==> config.mk <==
export PLATFORM = sky130hd
export DESIGN_NAME = mux_n_pipe
export DESIGN_NICKNAME = d
export VERILOG_FILES = /design/src/rtl/mux_n_pipe_pkg.sv /design/src/rtl/mux_n_comb.sv /design/src/rtl/mux_n_pipe.sv
export SDC_FILE = /design/constraint.sdc
export NUM_CORES = 1
export LEC_CHECK = 0
export CORE_MARGIN = 4
export CORE_UTILIZATION = 47
export DETAILED_ROUTE_END_ITERATION = 8
export GPL_ROUTABILITY_DRIVEN = 0
export GPL_TIMING_DRIVEN = 0
export PLACE_DENSITY = 0.81
export SLEW_MARGIN = 30
export SYNTH_ARGS = -nofsm -noshare
export SYNTH_HDL_FRONTEND = slang
export SYNTH_SLANG_ARGS = --single-unit
==> constraint.sdc <==
create_clock -name clk -period 2.7 [get_ports clk]
set_input_delay 0.405 -clock clk [delete_from_list [all_inputs] [get_ports clk]]
set_output_delay 0.405 -clock clk [all_outputs]
set_load 0.005 [all_outputs]
==> src/rtl/mux_n_pipe_pkg.sv <==
// Shared types and helpers for the pipelined N-channel selector.
package mux_n_pipe_pkg;

  localparam int unsigned MAX_WIDTH = 64;
  localparam logic [MAX_WIDTH-1:0] ZERO_DATA = '0;

  typedef enum logic [1:0] {
    EMPTY = 2'd0,
    ONE   = 2'd1,
    FULL  = 2'd2
  } state_e;

  // Select width for a given channel count; never below one bit.
  function automatic int unsigned sel_w_f(input int unsigned n_ch);
    return (n_ch < 2) ? 1 : $clog2(n_ch);
  endfunction

endpackage

==> src/rtl/mux_n_comb.sv <==
// Combinational N_CH:1 selector; out-of-range selects yield all-zero data.
module mux_n_comb
  import mux_n_pipe_pkg::*;
#(
  parameter int unsigned WIDTH = 32,
  parameter int unsigned N_CH  = 3,
  localparam int unsigned SEL_W = sel_w_f(N_CH)
) (
  input  logic [N_CH*WIDTH-1:0] in_data,
  input  logic [SEL_W-1:0]      sel,
  output logic [WIDTH-1:0]      data_c
);

  always_comb begin
    data_c = WIDTH'(ZERO_DATA);
    for (int unsigned k = 0; k < N_CH; k++) begin
      if (sel == SEL_W'(k)) data_c = in_data[k*WIDTH +: WIDTH];
    end
  end

endmodule

==> src/rtl/mux_n_pipe.sv <==
// Registered N-channel selector with valid/ready and a 2-entry skid buffer.
// Optional MUX_N_PIPE_SEL_CHECK_EN: drop out-of-range selects and raise sticky sel_err.
module mux_n_pipe
  import mux_n_pipe_pkg::*;
#(
  parameter int unsigned WIDTH = 32,
  parameter int unsigned N_CH  = 3,
  localparam int unsigned SEL_W = sel_w_f(N_CH)
) (
  input  logic                  clk,
  input  logic                  reset,
  input  logic                  in_valid,
  output logic                  in_ready,
  input  logic [SEL_W-1:0]      in_sel,
  input  logic [N_CH*WIDTH-1:0] in_data,
  output logic                  out_valid,
  input  logic                  out_ready,
  output logic [WIDTH-1:0]      out_data,
  output logic [SEL_W-1:0]      out_sel
`ifdef MUX_N_PIPE_SEL_CHECK_EN
  ,
  output logic                  sel_err
`endif
);

  logic             out_valid_q, out_valid_d;
  logic [WIDTH-1:0] out_data_q, out_data_d;
  logic [SEL_W-1:0] out_sel_q, out_sel_d;
  logic             skid_valid_q, skid_valid_d;
  logic [WIDTH-1:0] skid_data_q, skid_data_d;
  logic [SEL_W-1:0] skid_sel_q, skid_sel_d;
  logic             in_ready_q, in_ready_d;

  logic [WIDTH-1:0] sel_data_c;
  logic             in_fire_c, out_fire_c, push_c;
  state_e           state_c;

  mux_n_comb #(.WIDTH(WIDTH), .N_CH(N_CH)) u_mux (
    .in_data (in_data),
    .sel     (in_sel),
    .data_c  (sel_data_c)
  );

  assign in_fire_c  = in_valid & in_ready_q;
  assign out_fire_c = out_valid_q & out_ready;

`ifdef MUX_N_PIPE_SEL_CHECK_EN
  logic sel_ok_c;
  logic sel_err_q, sel_err_d;

  assign sel_ok_c  = 32'(in_sel) < N_CH;
  assign push_c    = in_fire_c & sel_ok_c;
  assign sel_err_d = sel_err_q | (in_fire_c & ~sel_ok_c);
  assign sel_err   = sel_err_q;

  always_ff @(posedge clk or posedge reset) begin
    if (reset) sel_err_q <= 1'b0;
    else       sel_err_q <= sel_err_d;
  end
`else
  assign push_c = in_fire_c;
`endif

  // Occupancy decoded from the two valid flops.
  always_comb begin
    state_c = EMPTY;
    if (skid_valid_q)     state_c = FULL;
    else if (out_valid_q) state_c = ONE;
  end

  always_comb begin
    out_valid_d  = out_valid_q;
    out_data_d   = out_data_q;
    out_sel_d    = out_sel_q;
    skid_valid_d = skid_valid_q;
    skid_data_d  = skid_data_q;
    skid_sel_d   = skid_sel_q;
    case (state_c)
      EMPTY: begin
        if (push_c) begin
          out_valid_d = 1'b1;
          out_data_d  = sel_data_c;
          out_sel_d   = in_sel;
        end
      end
      ONE: begin
        if (out_fire_c) begin
          out_valid_d = push_c;
          if (push_c) begin
            out_data_d = sel_data_c;
            out_sel_d  = in_sel;
          end
        end else if (push_c) begin
          skid_valid_d = 1'b1;
          skid_data_d  = sel_data_c;
          skid_sel_d   = in_sel;
        end
      end
      FULL: begin
        if (out_fire_c) begin
          out_data_d   = skid_data_q;
          out_sel_d    = skid_sel_q;
          skid_valid_d = 1'b0;
        end
      end
      default: ;
    endcase
    in_ready_d = ~skid_valid_d;
  end

  always_ff @(posedge clk or posedge reset) begin
    if (reset) begin
      out_valid_q  <= 1'b0;
      out_data_q   <= '0;
      out_sel_q    <= '0;
      skid_valid_q <= 1'b0;
      skid_data_q  <= '0;
      skid_sel_q   <= '0;
      in_ready_q   <= 1'b1;
    end else begin
      out_valid_q  <= out_valid_d;
      out_data_q   <= out_data_d;
      out_sel_q    <= out_sel_d;
      skid_valid_q <= skid_valid_d;
      skid_data_q  <= skid_data_d;
      skid_sel_q   <= skid_sel_d;
      in_ready_q   <= in_ready_d;
    end
  end

  assign in_ready  = in_ready_q;
  assign out_valid = out_valid_q;
  assign out_data  = out_data_q;
  assign out_sel   = out_sel_q;

endmodule

* Word-level counts from Yosys, hierarchy flattened *
Cells that the tools add are included.

storage, ports and cells
  word-level logic and storage cells = 45
  output and inout port bits = 36
  register bits after elaboration = 71

operators by class
  bitwise operators = 4
  equal/unequal tests = 7
  reduce and logical (&&, ||, !) cells = 7
  multiplexer cells = 20

operator list
  cell                                                  count
  2-to-1 mux 32 bit                                     6
  case mux 32 bit (3 select lines)                      1
  AND reduction 3 bit                                   3
  2-to-1 mux 2 bit                                      4
  2-to-1 mux 1 bit                                      6
  inequality test 2 bit (second input constant)         3
  case mux 2 bit (3 select lines)                       1
  equality test 2 x 1 -> 1 bit (second input constant)  2
  equality test 2 bit (second input constant)           2
  zero test 2 bit                                       2
  case mux 1 bit (2 select lines)                       2
  nonzero test 3 bit                                    1
  bitwise AND 1 bit                                     2
  inverter 1 bit                                        2
  nonzero test 2 bit                                    1

* Longest topological paths before layout *
  word-level depth = 7
  gate-level depth with buffers = 6

* Hierarchy *
Synthesis repeated with hierarchy kept, for this count alone.

second synthesis, totals
  cell total of the unflattened synthesis = 273
  area, all modules = 3,936.3 µm²

by module, submodules not included
  module      cells each  area an instance (µm²)  times used
  mux_n_pipe  196         3,149.3                 1
  mux_n_comb  77          787.0                   1

* Worst setup path after synthesis *
No wires, ideal clock.

  path type = reg-to-reg
  from = reg out_valid_q, in the netlist out_valid
  to = reg out_sel_q[0], in the netlist out_sel[0]
  period minus slack after synthesis = 1,407 ps
  path slack = 1,293 ps
  required time = 2,572 ps
  setup time = 128 ps
  buffers on the path = 1
  stages on the path, launching flop included = 5
  data arrival time = 1,280 ps
  cells stage by stage = dfrtp_1 > and2_1 > buf_4 > o21ai_4 > mux2_1

between the ends
  word-level cells in the longest chain between the ends = 5
  elaborated cells on any way between the ends = 11
  classes of those cells = eq/ne: 4; mux: 3; bitwise: 1; reduce/logical: 3

RTL lines
  what                                                                   RTL line           RTL
  start, declared                                                        mux_n_pipe.sv:26   logic out_valid_q, out_valid_d;
  start signal, assigned                                                 mux_n_pipe.sv:121  out_valid_q <= out_valid_d;
  2-to-1 mux 1 bit                                                       mux_n_pipe.sv:68   else if (out_valid_q) state_c = ONE;
  2-to-1 mux 2 bit                                                       mux_n_pipe.sv:67   if (skid_valid_q) state_c = FULL;
  equality test 2 bit, or another cell as far along                      mux_n_pipe.sv:78   case (state_c)
  inequality test 2 bit (no line) or nonzero test 3 bit (tied branches)  n/a
  AND reduction 3 bit (no line)                                          n/a
  end signal, assigned                                                   mux_n_pipe.sv:123  out_sel_q <= out_sel_d;
  end, declared                                                          mux_n_pipe.sv:28   logic [SEL_W-1:0] out_sel_q, out_sel_d;

Several ways; a longest one is shown, not always the timed one.
A chain may end at the register's enable or synchronous reset.

* Worst setup path in the final report *
  from = reg in_ready_q, in the netlist in_ready
  to = out in_ready

RTL lines
  what                    RTL line           RTL
  start, declared         mux_n_pipe.sv:32   logic in_ready_q, in_ready_d;
  start signal, assigned  mux_n_pipe.sv:127  in_ready_q <= in_ready_d;
  end, declared           mux_n_pipe.sv:13   output logic in_ready,

No word-level cell between the ends.

==> reports/results.txt <==
status: finished clean
Top delay family on crit path: flip-flops
worst min-delay path category: primary input to async pin
Worst R2R End: out_data[13]
setup repair bufs after CTS: 0
most common cell after layout, fill and taps aside: clkdlybuf4s50_1
PortBufs: 135
Placed Instances: 629
CTS Hold Buffers Added: 0
ant diodes: 0
Final Max Tran Viols: 0
worst r2r path cells: 5
Yosys warning total: 0
largest net degree at the start of global routing: 46
WP data required: 2.30 ns
Rel. slew slack: 50.1%
# DRC: 0
via density per instance: 6.11
Worst setup EP type: output port
Synth Instances: 385
Synth top area share: 40.8%
CP endpoint: in_ready
dpl ws: 0.730 ns
layout cell share with drive strength beyond 1: 16.6%
Slowest-stage cell, CP: dfstp_2
H-tree levels: 3
setup repair after global routing missed its margin: no
Worst-Skew Late Latency: 0.36 ns
Routed met2 length: 6.58 mm
io pins: 138
area leader, netlist: dfrtp_1
Final Hold Fails: 0
worst r2r src: out_valid
setup TNS: 0 ns
root buf cell: clkbuf_8
Data arrival, critical path: 1.46 ns
vias in the first global route: 4324
maximum VDD drop: 0.000521 V
total track usage: 24.4%
critical path, cell by cell: clkdlybuf4s50_1
type of origin of the critical path: flop
core area: 8810 µm²
largest fanout on the critical path: 5
gr ovfl total: 0
leading post-synthesis cells by cell area: dfrtp_1 (41%), mux2i_1 (7.5%), o221ai_1 (6.5%)
Die Height: 104 µm
Final period util: 69.2%
routed vias: 3943
post_cts resized: 0
WL/cell: 20.6 µm
met1 wire length: 5.51 mm
Buf/Inv on CP: 1
Worst path max stage delay: 0.60 ns
Max Clock Freq: 535 MHz
NumNets Final: 634
chip width: 104 µm
final setup fails: 0
CTS buffer count: 9
reg-to-reg setup timing slack: 1.14 ns
post-DP HPWL: 9.36 mm
WS Path Type: flop to output port
Syn Std Cell Area: 4300 µm²
Non-Filler Instances: 645
initial antenna violation count: 0
minimum clock period: 1.87 ns
Iter 0 DRT Violations: 193
clock sinks: 71
Die Footprint: 10700 µm²
Max Cap Viol: 0
clock slew at reported path FFs: 0.09 ns
Crit. Startpoint: in_ready
CP Depth: 1
Syn-to-layout area delta: 41.0%
worst slew pin tran: 0.748 ns
sequential fraction of the synthesis area: 41.4%
first-pass GRT wire length: 21.5 mm
Initial Utilization: 48.8%
CTS tree: done
Yosys reg bits: 71
row cnt: 34
post-synth net total: 487
setup ws final: 0.831 ns
synth unique cells: 32
Power Density: 938 nW/µm²
Detailed Routing Iterations Pass 1: 5
final WL: 13.3 mm
clk buf depth: 2
Syn Area/Cell: 11.2 µm²
Highest Signal Layer: met4
Fillers: 674
leakage power: 2.76 nW
WL met3: 918 µm
ANT nets after route: 0
commonest cells after routing, fill and taps aside: clkdlybuf4s50_1 (135), dfrtp_1 (70), mux2i_1 (32), o221ai_1 (32), o2bb2ai_1 (32)
clk_skew: 0.0147 ns
[synth_stat cells]
master / count
buf_1: 2
buf_2: 20
a32o_1: 1
dfrtp_1: 70
mux2_1: 10
and2_1: 1
inv_2: 1
buf_6: 3
o2bb2ai_1: 32
a211oi_1: 17
and3b_1: 27
o21ai_0: 1
a211oi_2: 10
inv_1: 30
a31oi_1: 1
a21oi_1: 27
buf_4: 5
nand4_4: 1
clkbuf_1: 12
mux2i_1: 32
o21ai_1: 5
nand3b_1: 5
a21o_1: 1
o211a_1: 5
mux2_4: 13
nor2_1: 1
o221ai_1: 32
dfstp_2: 1
nor2_2: 2
o21ai_4: 1
nand2_1: 2
mux2_2: 14
[through the flow]
step                hold slack [ns]  area [µm²]  power [mW]  util [%]
detailed placement            0.473        5810        4.58      66.0
CTS                           0.402        6060        5.67      68.8
finish                        0.389        6060        5.68      68.8
global placement              0.475        5780        4.48      65.7
floorplan                     0.474        4300        3.41         -
global route                  0.428        6060        6.01      68.8
[cells by family after synthesis]
group,Yosys count,share of synthesized area (%)
AO/OA/AOI/OAI,133,24.9
buffers and inverters,73,7.92
flip-flops,71,41.4
multiplexers,69,18.3
AND/OR/NAND/NOR,39,7.57
[power breakdown]
part | switching, mW | internal [mW]
sequential | 0.329 | 1.60
clock | 0.430 | 0.636
combinational | 1.30 | 1.38
total | 2.06 | 3.62
[final cells by class]
class                           count  area (µm²)  area share, %
Multi-Input combinational cell    241        2180           36.0
Buffer                             42         224           3.70
Sequential cell                    71        1780           29.3
Inverter                           31         119           1.96
Timing Repair Buffer              136        1380           22.8
Tap cell                          108         135           2.23
Clock buffer                       10         138           2.27
Clock inverter                      6         108           1.78
[registers in the layout (all words and copies together) (netlist names), named ones only]
name / cells
out_sel: 2
skid_sel_q: 2
out_data: 32
out_valid: 1
in_ready: 1
skid_data_q: 32
[worst min-delay path by stage]
stage	from	to	slack, ns	depth (start not counted)
floorplan	skid_sel_q[1]	skid_sel_q[1]	0.47	1
global placement	out_data[30]	out_data[30]	0.47	1
detailed placement	out_data[26]	out_data[26]	0.47	1
CTS	reset	out_data[16]	0.40	2
global route	reset	out_data[16]	0.43	2
finish	reset	out_data[16]	0.39	2
[layer usage]
layer | vias up | track usage, %
met2 | 190 | 41.4
met1 | 1958 | 30.7
met3 | 27 | 5.78
li1 | 1768 | -
met5 | - | 0
met4 | 0 | 8.07
(Power assumes the default switching activity.)
